[src/rtl/csr_apb_pkg.sv]
// Shared types and constants for the ExampleCsr APB access block.
//   apb_state_e  : responder FSM state encoding
//   DATA_W       : register / bus data width
//   ACTRL_ADDR   : default byte address of ACTRL
//   BCTRL_ADDR   : default byte address of BCTRL
package csr_apb_pkg;

  localparam int         DATA_W     = 32;
  localparam logic [7:0] ACTRL_ADDR = 8'h00;
  localparam logic [7:0] BCTRL_ADDR = 8'h04;

  typedef enum logic [1:0] {
    IDLE = 2'd0,
    WAIT = 2'd1,
    RESP = 2'd2
  } apb_state_e;

endpackage

[src/rtl/csr_addr_decode.sv]
// Combinational address decode for the ExampleCsr register block.
// Ports:
//   paddr      in   byte address of the current transfer
//   hit_actrl  out  address selects ACTRL
//   hit_bctrl  out  address selects BCTRL
//   err        out  misaligned or unmapped address
module csr_addr_decode
  import csr_apb_pkg::*;
#(
  parameter int                ADDR_W       = 8,
  parameter logic [ADDR_W-1:0] ACTRL_OFFSET = ADDR_W'(ACTRL_ADDR),
  parameter logic [ADDR_W-1:0] BCTRL_OFFSET = ADDR_W'(BCTRL_ADDR)
) (
  input  logic [ADDR_W-1:0] paddr,
  output logic              hit_actrl,
  output logic              hit_bctrl,
  output logic              err
);

  logic aligned;

  // Only the word index is compared; the byte lane bits only gate alignment.
  assign aligned   = (paddr[1:0] == 2'b00);
  assign hit_actrl = aligned && (paddr[ADDR_W-1:2] == ACTRL_OFFSET[ADDR_W-1:2]);
  assign hit_bctrl = aligned && (paddr[ADDR_W-1:2] == BCTRL_OFFSET[ADDR_W-1:2]);
  assign err       = !(hit_actrl || hit_bctrl);

endmodule

[src/rtl/csr_apb_access.sv]
// APB3/APB4 responder for the ExampleCsr register block. Turns APB transfers
// into per-register byte write strobes, a BCTRL read side-effect pulse and a
// shared write-data bus; returns register contents on prdata.
// Ports:
//   clk, rst_n                      clock, async active-low reset
//   psel, penable, pwrite           APB control
//   paddr, pwdata, pstrb            APB address / write data / byte strobes
//   pready, prdata, pslverr         registered APB response
//   reg_wdata                       write data to the register block
//   actrl_byte_we, bctrl_byte_we    byte write enables, 1-cycle pulse
//   bctrl_read_en                   BCTRL read side-effect pulse
//   actrl_reg, bctrl_reg            current register values
//
// state | meaning
// IDLE  | waiting for an APB setup phase
// WAIT  | counting down inserted wait states, abort if psel drops
// RESP  | pready high for one cycle, strobes/read data presented
module csr_apb_access
  import csr_apb_pkg::*;
#(
  parameter int                ADDR_W       = 8,
  parameter int                WAIT_CYCLES  = 0,
  parameter logic [ADDR_W-1:0] ACTRL_OFFSET = ADDR_W'(ACTRL_ADDR),
  parameter logic [ADDR_W-1:0] BCTRL_OFFSET = ADDR_W'(BCTRL_ADDR)
) (
  input  logic              clk,
  input  logic              rst_n,
  input  logic              psel,
  input  logic              penable,
  input  logic              pwrite,
  input  logic [ADDR_W-1:0] paddr,
  input  logic [DATA_W-1:0] pwdata,
  input  logic [3:0]        pstrb,
  output logic              pready,
  output logic [DATA_W-1:0] prdata,
  output logic              pslverr,
  output logic [DATA_W-1:0] reg_wdata,
  output logic [3:0]        actrl_byte_we,
  output logic [3:0]        bctrl_byte_we,
  output logic              bctrl_read_en,
  input  logic [DATA_W-1:0] actrl_reg,
  input  logic [DATA_W-1:0] bctrl_reg
);

  apb_state_e        state, state_nxt;
  logic [3:0]        cnt, cnt_nxt;
  logic [ADDR_W-1:0] addr_q;
  logic              write_q;
  logic [DATA_W-1:0] wdata_q;
  logic [3:0]        strb_q;

  logic              setup;
  logic              enter_resp;
  logic [ADDR_W-1:0] cur_addr;
  logic              cur_write;
  logic [DATA_W-1:0] cur_wdata;
  logic [3:0]        cur_strb;
  logic              hit_actrl, hit_bctrl, err;

  assign setup = psel && !penable;

  // With no wait states the transfer goes straight from IDLE to RESP, so the
  // response is built from the live bus; after WAIT it uses the latched copy.
  assign cur_addr  = (state == IDLE) ? paddr  : addr_q;
  assign cur_write = (state == IDLE) ? pwrite : write_q;
  assign cur_wdata = (state == IDLE) ? pwdata : wdata_q;
  assign cur_strb  = (state == IDLE) ? pstrb  : strb_q;

  csr_addr_decode #(
    .ADDR_W      (ADDR_W),
    .ACTRL_OFFSET(ACTRL_OFFSET),
    .BCTRL_OFFSET(BCTRL_OFFSET)
  ) u_decode (
    .paddr    (cur_addr),
    .hit_actrl(hit_actrl),
    .hit_bctrl(hit_bctrl),
    .err      (err)
  );

  always_comb begin
    state_nxt = state;
    cnt_nxt   = cnt;
    case (state)
      IDLE: begin
        if (setup) begin
          if (WAIT_CYCLES == 0) begin
            state_nxt = RESP;
          end else begin
            state_nxt = WAIT;
            cnt_nxt   = 4'(WAIT_CYCLES - 1);
          end
        end
      end
      WAIT: begin
        if (!psel) begin
          state_nxt = IDLE;
          cnt_nxt   = '0;
        end else if (cnt == 4'd0) begin
          state_nxt = RESP;
        end else begin
          cnt_nxt = cnt - 4'd1;
        end
      end
      RESP:    state_nxt = IDLE;
      default: state_nxt = IDLE;
    endcase
  end

  // RESP always returns to IDLE, so this is high for one cycle per transfer
  // and strobes can never repeat on consecutive cycles.
  assign enter_resp = (state_nxt == RESP);

  always_ff @(posedge clk or negedge rst_n) begin
    if (!rst_n) begin
      state   <= IDLE;
      cnt     <= '0;
      addr_q  <= '0;
      write_q <= 1'b0;
      wdata_q <= '0;
      strb_q  <= '0;
    end else begin
      state <= state_nxt;
      cnt   <= cnt_nxt;
      if (state == IDLE && setup) begin
        addr_q  <= paddr;
        write_q <= pwrite;
        wdata_q <= pwdata;
        strb_q  <= pstrb;
      end
    end
  end

  // Read data is captured on the edge into RESP, before bctrl_read_en lets
  // the register block apply any clear-on-read side effect.
  always_ff @(posedge clk or negedge rst_n) begin
    if (!rst_n) begin
      pready        <= 1'b0;
      pslverr       <= 1'b0;
      prdata        <= '0;
      reg_wdata     <= '0;
      actrl_byte_we <= '0;
      bctrl_byte_we <= '0;
      bctrl_read_en <= 1'b0;
    end else begin
      pready        <= enter_resp;
      pslverr       <= enter_resp && err;
      prdata        <= '0;
      actrl_byte_we <= '0;
      bctrl_byte_we <= '0;
      bctrl_read_en <= 1'b0;
      if (enter_resp && !err) begin
        if (cur_write) begin
          reg_wdata <= cur_wdata;
          if (hit_actrl) actrl_byte_we <= cur_strb;
          if (hit_bctrl) bctrl_byte_we <= cur_strb;
        end else begin
          prdata        <= hit_actrl ? actrl_reg : bctrl_reg;
          bctrl_read_en <= hit_bctrl;
        end
      end
    end
  end

endmodule

[config.mk]
export PLATFORM = sky130hd
export DESIGN_NAME = csr_apb_access
export DESIGN_NICKNAME = d
export VERILOG_FILES = /design/src/rtl/csr_apb_pkg.sv /design/src/rtl/csr_addr_decode.sv /design/src/rtl/csr_apb_access.sv
export SDC_FILE = /design/constraint.sdc
export NUM_CORES = 1
export LEC_CHECK = 0
export CORE_MARGIN = 2
export CORE_UTILIZATION = 29
export DETAILED_ROUTE_END_ITERATION = 8
export SETUP_SLACK_MARGIN = 0.02
export SLEW_MARGIN = 20
export SYNTH_ARGS = -nofsm -noshare
export SYNTH_HDL_FRONTEND = slang
export SYNTH_SLANG_ARGS = --single-unit
[constraint.sdc]
create_clock -name clk -period 5.95 [get_ports clk]
set_input_delay 1.19 -clock clk [delete_from_list [all_inputs] [get_ports clk]]
set_output_delay 1.19 -clock clk [all_outputs]
set_load 0.005 [all_outputs]
==> results of run 1 <==
where the power goes:
part | leakage [nW] | internal, mW | switching, mW
Sequential | 1.66 | 0.924 | 0.0325
Combinational | 1.61 | 0.173 | 0.103
Clock | 0.310 | 0.772 | 0.371
state kept, by name (all words and copies together) (netlist names), 4 cells and up:
name / cells
prdata: 32
reg_wdata: 32
wdata_q: 32
addr_q: 8
actrl_byte_we: 4
bctrl_byte_we: 4
cnt: 4
strb_q: 4
stage by stage:
stage | instances | total power [mW] | area, sq um
after global placement | 807 | 1.24 | 7410
after CTS | 837 | 2.41 | 8070
after floorplan | 410 | 1.10 | 5340
after global routing | 838 | 2.49 | 8100
after detailed placement | 807 | 1.25 | 7410
final | 838 | 2.38 | 8100
cells by family after synthesis:
family	count (synthesis)
DFF	126
muxes	115
and+or+nand+nor	94
AOI/OAI and AO/OA	46
buffers and inverters	27
adders and majority gates	2
area by class of cell:
class | instances | share of cell area (%)
repair buffers | 192 | 23.8
clock buffers | 20 | 5.77
flip-flops and latches | 126 | 38.9
inverters | 4 | 0.185
multi-input cells | 257 | 25.5
well taps | 229 | 3.54
clock inverters | 10 | 2.30
cell usage after synthesis:
master	count	share of area, %
buf_6	3	0.63
inv_1	4	0.28
nor4_1	1	0.12
nor3_1	1	0.094
o31ai_1	1	0.14
buf_4	2	0.28
buf_1	3	0.21
nand2b_1	3	0.35
nor3b_2	1	0.23
or2_2	1	0.12
ha_1	2	0.47
a22o_1	3	0.49
o221a_4	1	0.37
and2_1	1	0.12
nor3b_1	9	1.3
or3_1	1	0.12
mux2i_2	1	0.26
o211ai_1	1	0.14
clkbuf_1	8	0.56
and3_1	1	0.12
dfrtp_1	126	59
nor2_1	4	0.28
mux2_1	17	3.6
nor4b_1	1	0.16
a21oi_1	33	3.1
nor3_4	1	0.30
o22ai_1	1	0.12
buf_2	7	0.66
mux2_2	93	20
nor2_4	1	0.21
o21a_1	1	0.14
nand2_1	66	4.6
or4_4	1	0.21
a41o_1	2	0.37
or4_1	1	0.14
o21ai_1	3	0.28
mux2i_1	4	0.75
worst reg2reg max path: cells and delay by family (launching register included):
| family | cells | cell delay [ns] |
|---|---|---|
| AND/OR/NAND/NOR | 1 | 0.29 |
| buffers and inverters | 1 | 0.13 |
| multiplexers | 1 | 0.46 |
| adder cells (fa/ha/maj) | 1 | 0.15 |
| AO/OA/AOI/OAI | 2 | 0.87 |
| flip-flops | 1 | 0.39 |
layer usage:
metal / vias up / global-route usage (%) / wire (um)
met5: - / 0 / 0
met4: 0 / 5.26 / 297
met3: 23 / 5.68 / 922
met2: 130 / 24.2 / 6610
met1: 1962 / 16.0 / 5240
li1: 1801 / - / -
path summary, 6_finish.rpt:
kind                               startpoint             to  slack, ns  depth (start not counted)
worst min-delay path            reg_wdata[25]  reg_wdata[25]       0.49                          1
max in group asynchronous               rst_n    wdata_q[22]       3.77                          2
min in group asynchronous               rst_n     prdata[19]       0.89                          1
worst min register to register  reg_wdata[25]  reg_wdata[25]       0.49                          1
worst max register to register         cnt[0]   reg_wdata[9]       3.55                          6
worst max-delay path                     psel   reg_wdata[9]       2.88                          5
==> run summary, run 1 <==
### Status
• **status** complete, no violations

### Layout
• **count of filler cells inserted in the layout** 1648
• **highest-count cells in the layout ignoring fill and taps** clkdlybuf4s50_1, dfrtp_1, mux2_2
• **net count of the finished layout** 713
• **Diodes inserted** 0
• **Register Area** 3150 sq um
• **commonest non-fill, non-tap cell in the layout** clkdlybuf4s50_1
• **area grow syn2layout** 51.6%
• **area of the multi-input gates** 2060 sq um
• **layout cell share with drive strength beyond 1** 22.5%
• **fraction of the core area covered by cells at the end of the flow** 44.9%

### Worst setup path
• **top cell family by delay on the critical path** compound AO/OA/AOI/OAI gates
• **slowest cell on the critical path** clkdlybuf4s50_1
• **type of the worst setup path** input pin to register
• **critical-path cell list** clkdlybuf4s50_1 -> nor4b_2 -> a41o_1 -> o221a_4 -> mux2_2
• **critical-path maximum fanout** 40
• **stage delay of the slowest cell on the critical path** 0.63 ns
• **Critical Path End Type** register
• **CP Data Arrival Time** 3.36 ns
• **critical path required time** 6.24 ns
• **CP bufs+invs** 1
• **Startpoint Class** input pin

### Floorplanning
• **# rows** 49
• **# IOs** 188
• **Die Footprint** 19500 sq um
• **area of the placeable core** 18000 sq um
• **starting density of the core** 29.6%
• **y dimension of the die** 140 um
• **Die W** 140 um

### Synthesis
• **post-synthesis average cell area** 13.0 sq um
• **adder-cell share of the synthesized area** 0.469%
• **portion of the post-synthesis area used by sequential elements** 59.1%
• **area fraction in and, or, nand and nor cells after synthesis** 8.48%
• **total nets after synthesis** 525
• **total number of yosys warnings** 0
• **Post-Synth XOR/XNOR Area** 0%
• **number of instances in the synthesized netlist** 410
• **area of the mapped netlist** 5340 sq um
• **dominant combinational cell family by area after synthesis** multiplexers
• **compound-cell area share of the yosys netlist** 5.16%
• **count of distinct cell types in the synthesized netlist** 37
• **Synth Register Bits** 126
• **fraction of synthesized area in multiplexers** 24.2%

### CTS
• **clock buffer depth** 2
• **# resized after CTS** 0
• **post-CTS setup repair buffer count** 0
• **number of clock sinks** 126
• **clock latency on the worst-skew pair** 0.41 ns
• **number of buffers added to fix hold violations after cts** 0
• **H-tree levels** 4
• **clock tree from TritonCTS** yes
• **Clk pin slew, worst setup/hold paths** 0.06 ns
• **clock buffers created by TritonCTS** 17
• **Root Driver** clkbuf_16

### STA
• **achievable clock frequency** 326 MHz
• **Slew HR** 40.1%
• **fraction of the cycle the final worst path needs** 51.5%
• **setup clock skew after layout** 0.00826 ns
• **final count of pins violating max slew** 0
• **Worst Hold Slack** 0.485 ns
• **unrepaired setup endpoints after global routing** false
• **Setup Viol. Count Final** 0
• **Worst Slack Setup Final** 2.88 ns
• **Fin Setup TNS** 0 ns
• **final number of hold-violating endpoints** 0
• **actual slew at the worst max-slew pin** 0.898 ns
• **minimum clock period** 3.07 ns

### Drt
• **drt total wl** 13100 um
• **count of TritonRoute iterations in the first routing pass** 4
• **Detail Route Antenna Nets** 0
• **count of vias placed by the detailed router** 3916
• **post-DR wirelength/cell** 15.6 um
• **number of DRC violations after detailed-routing iteration 0** 78
• **Avg Vias per Cell** 4.67
• **number of remaining DRC errors** 0

### Pwr
• **leakage** 3.57 nW
• **P per Cell Area** 294 nW/um^2
• **highest ir drop seen on vdd** 0.183 mV

### Global routing
• **total congestion overflow after global routing** 0
• **via count of the first global-routing pass** 4269
• **global-route usage over all layers** 14.2%
• **largest net degree at the start of global routing** 71
• **number of antenna violations at the first check in global routing** 0
• **first-pass GRT wire length** 21800 um

### Run
• **maximum capacitance violations** 0

### Hold path
• **classification of the worst-slack hold path** register to register

### Placed design
• **worst slack after detailed placement** 2.44 ns
• **Detailed Place HPWL** 9050 um
• **number of buffers inserted by port buffering** 187
• **final weighted congestion in routability-driven placement** 0.771

Note: power is estimated with default switching activity, not from simulation.
==> run 2: changes to the inputs <==
==> constraint.sdc (replaced) <==
create_clock -name clk -period 3.2 [get_ports clk]
set_input_delay 0.64 -clock clk [delete_from_list [all_inputs] [get_ports clk]]
set_output_delay 0.64 -clock clk [all_outputs]
set_load 0.005 [all_outputs]
==> run summary, run 2 (synthesized netlist as in run 1, its figures left out) <==
### Drt
• **number of DRC violations after detailed-routing iteration 0** 127
• **Avg Vias per Cell** 4.56
• **drt total wl** 13400 um
• **number of remaining DRC errors** 0
• **count of TritonRoute iterations in the first routing pass** 4
• **count of vias placed by the detailed router** 3846
• **Detail Route Antenna Nets** 0
• **post-DR wirelength/cell** 15.9 um

### Layout
• **fraction of the core area covered by cells at the end of the flow** 44.8%
• **area grow syn2layout** 51.3%
• **layout cell share with drive strength beyond 1** 23.0%
• **final non-filler cell total** 843
• **commonest non-fill, non-tap cell in the layout** clkdlybuf4s50_1
• **highest-count cells in the layout ignoring fill and taps** clkdlybuf4s50_1, dfrtp_1, mux2_2
• **count of filler cells inserted in the layout** 1669
• **registers with the highest flip-flop counts** prdata x32, reg_wdata x32, wdata_q x32
• **net count of the finished layout** 716
• **Diodes inserted** 0

### Floorplanning
• **Die Footprint** 19500 sq um
• **# rows** 49
• **y dimension of the die** 140 um
• **starting density of the core** 29.6%
• **area of the placeable core** 18000 sq um
• **Die W** 140 um
• **# IOs** 188

### Placed design
• **Placed Cells** 811
• **Detailed Place HPWL** 9390 um
• **number of buffers inserted by port buffering** 187
• **final weighted congestion in routability-driven placement** 0.763

### STA
• **Slew HR** 51.7%
• **setup clock skew after layout** 0.00466 ns
• **fraction of the cycle the final worst path needs** 77.6%
• **Fin Setup TNS** 0 ns
• **final number of hold-violating endpoints** 0
• **achievable clock frequency** 403 MHz
• **unrepaired setup endpoints after global routing** false
• **actual slew at the worst max-slew pin** 0.725 ns
• **final count of pins violating max slew** 0
• **Setup Viol. Count Final** 0
• **minimum clock period** 2.48 ns

### Worst setup path
• **Critical Path End Type** register
• **critical-path maximum fanout** 18
• **stage delay of the slowest cell on the critical path** 0.66 ns
• **CP Data Arrival Time** 2.78 ns
• **Startpoint Class** input pin
• **critical-path cell list** clkdlybuf4s50_1 -> nor4b_2 -> a41o_1 -> o221a_4 -> buf_12 -> mux2_2
• **type of the worst setup path** input pin to register
• **CP bufs+invs** 2
• **top cell family by delay on the critical path** buffers and inverters
• **critical path required time** 3.49 ns
• **slowest cell on the critical path** clkdlybuf4s50_1

### Run
• **maximum capacitance violations** 0

### CTS
• **number of buffers added to fix hold violations after cts** 0
• **# resized after CTS** 0
• **clock latency on the worst-skew pair** 0.41 ns
• **Clk pin slew, worst setup/hold paths** 0.05 ns
• **post-CTS setup repair buffer count** 0
• **clock tree from TritonCTS** yes
• **clock buffers created by TritonCTS** 17
• **H-tree levels** 4
• **clock buffer depth** 2
• **Root Driver** clkbuf_16
• **number of clock sinks** 126

### Pwr
• **leakage** 3.57 nW
• **highest ir drop seen on vdd** 0.343 mV
• **P per Cell Area** 520 nW/um^2

### Status
• **status** complete, no violations

### Global routing
• **largest net degree at the start of global routing** 66
• **via count of the first global-routing pass** 4096
• **global-route usage over all layers** 14.1%
• **total congestion overflow after global routing** 0
• **number of antenna violations at the first check in global routing** 0
• **first-pass GRT wire length** 21400 um

### Hold path
• **classification of the worst-slack hold path** input pin to async pin

-- run 2: final timing paths --
path	to	startpoint	cells after the start	slack, ns
setup / recovery	reg_wdata[12]	psel	6	0.72
hold / removal	prdata[16]	rst_n	1	0.20
setup reg to reg	reg_wdata[12]	cnt[0]	7	0.85
hold reg to reg	reg_wdata[27]	reg_wdata[27]	1	0.48
max in group asynchronous	strb_q[1]	rst_n	2	2.28
min in group clk	reg_wdata[27]	reg_wdata[27]	1	0.48
-- run 2: power by group --
part	leakage (nW)	internal, mW	switching [mW]	total [mW]
sequential	1.66	1.72	0.0622	1.78
clock	0.288	1.22	0.686	1.91
combinational	1.63	0.320	0.191	0.510
-- run 2: final cells by class --
type / instances / area, sq um / area share (%)
clock buffers: 22 / 484 / 5.99
repair buffers: 195 / 1970 / 24.3
multi-input cells: 257 / 2060 / 25.5
clock inverters: 10 / 111 / 1.38
flip-flops and latches: 126 / 3150 / 39.0
well taps: 229 / 287 / 3.55
inverters: 4 / 15.0 / 0.186
-- run 2: worst reg2reg max path: stages, from the launching register on --
cell and delay [ns]:
dfrtp_1 0.39, inv_1 0.13, ha_1 0.16, nor3b_2 0.29, a41o_1 0.29, o221a_4 0.40
buf_12 0.21, mux2_2 0.36
-- run 2: stage by stage --
stage	hold WS [ns]	power [mW]	worst slack, ns	area (sq um)
5_1_grt	0.226	4.42	0.611	8080
3_3_place_gp	0.468	2.31	0.370	7480
2_1_floorplan	0.344	2.04	1.15	5340
4_1_cts	0.200	4.28	0.729	8080
3_5_place_dp	0.474	2.33	0.291	7480
6_report	0.199	4.20	0.716	8080
-- run 2: layer usage --
| layer | GRT usage [%] | vias up | share of wire (%) |
|---|---|---|---|
| li1 | - | 1816 | - |
| met1 | 16.4 | 1893 | 41 |
| met2 | 23.1 | 115 | 50 |
| met3 | 6.09 | 22 | 7.1 |
| met4 | 5.32 | 0 | 2.0 |
| met5 | 0 | - | 0 |
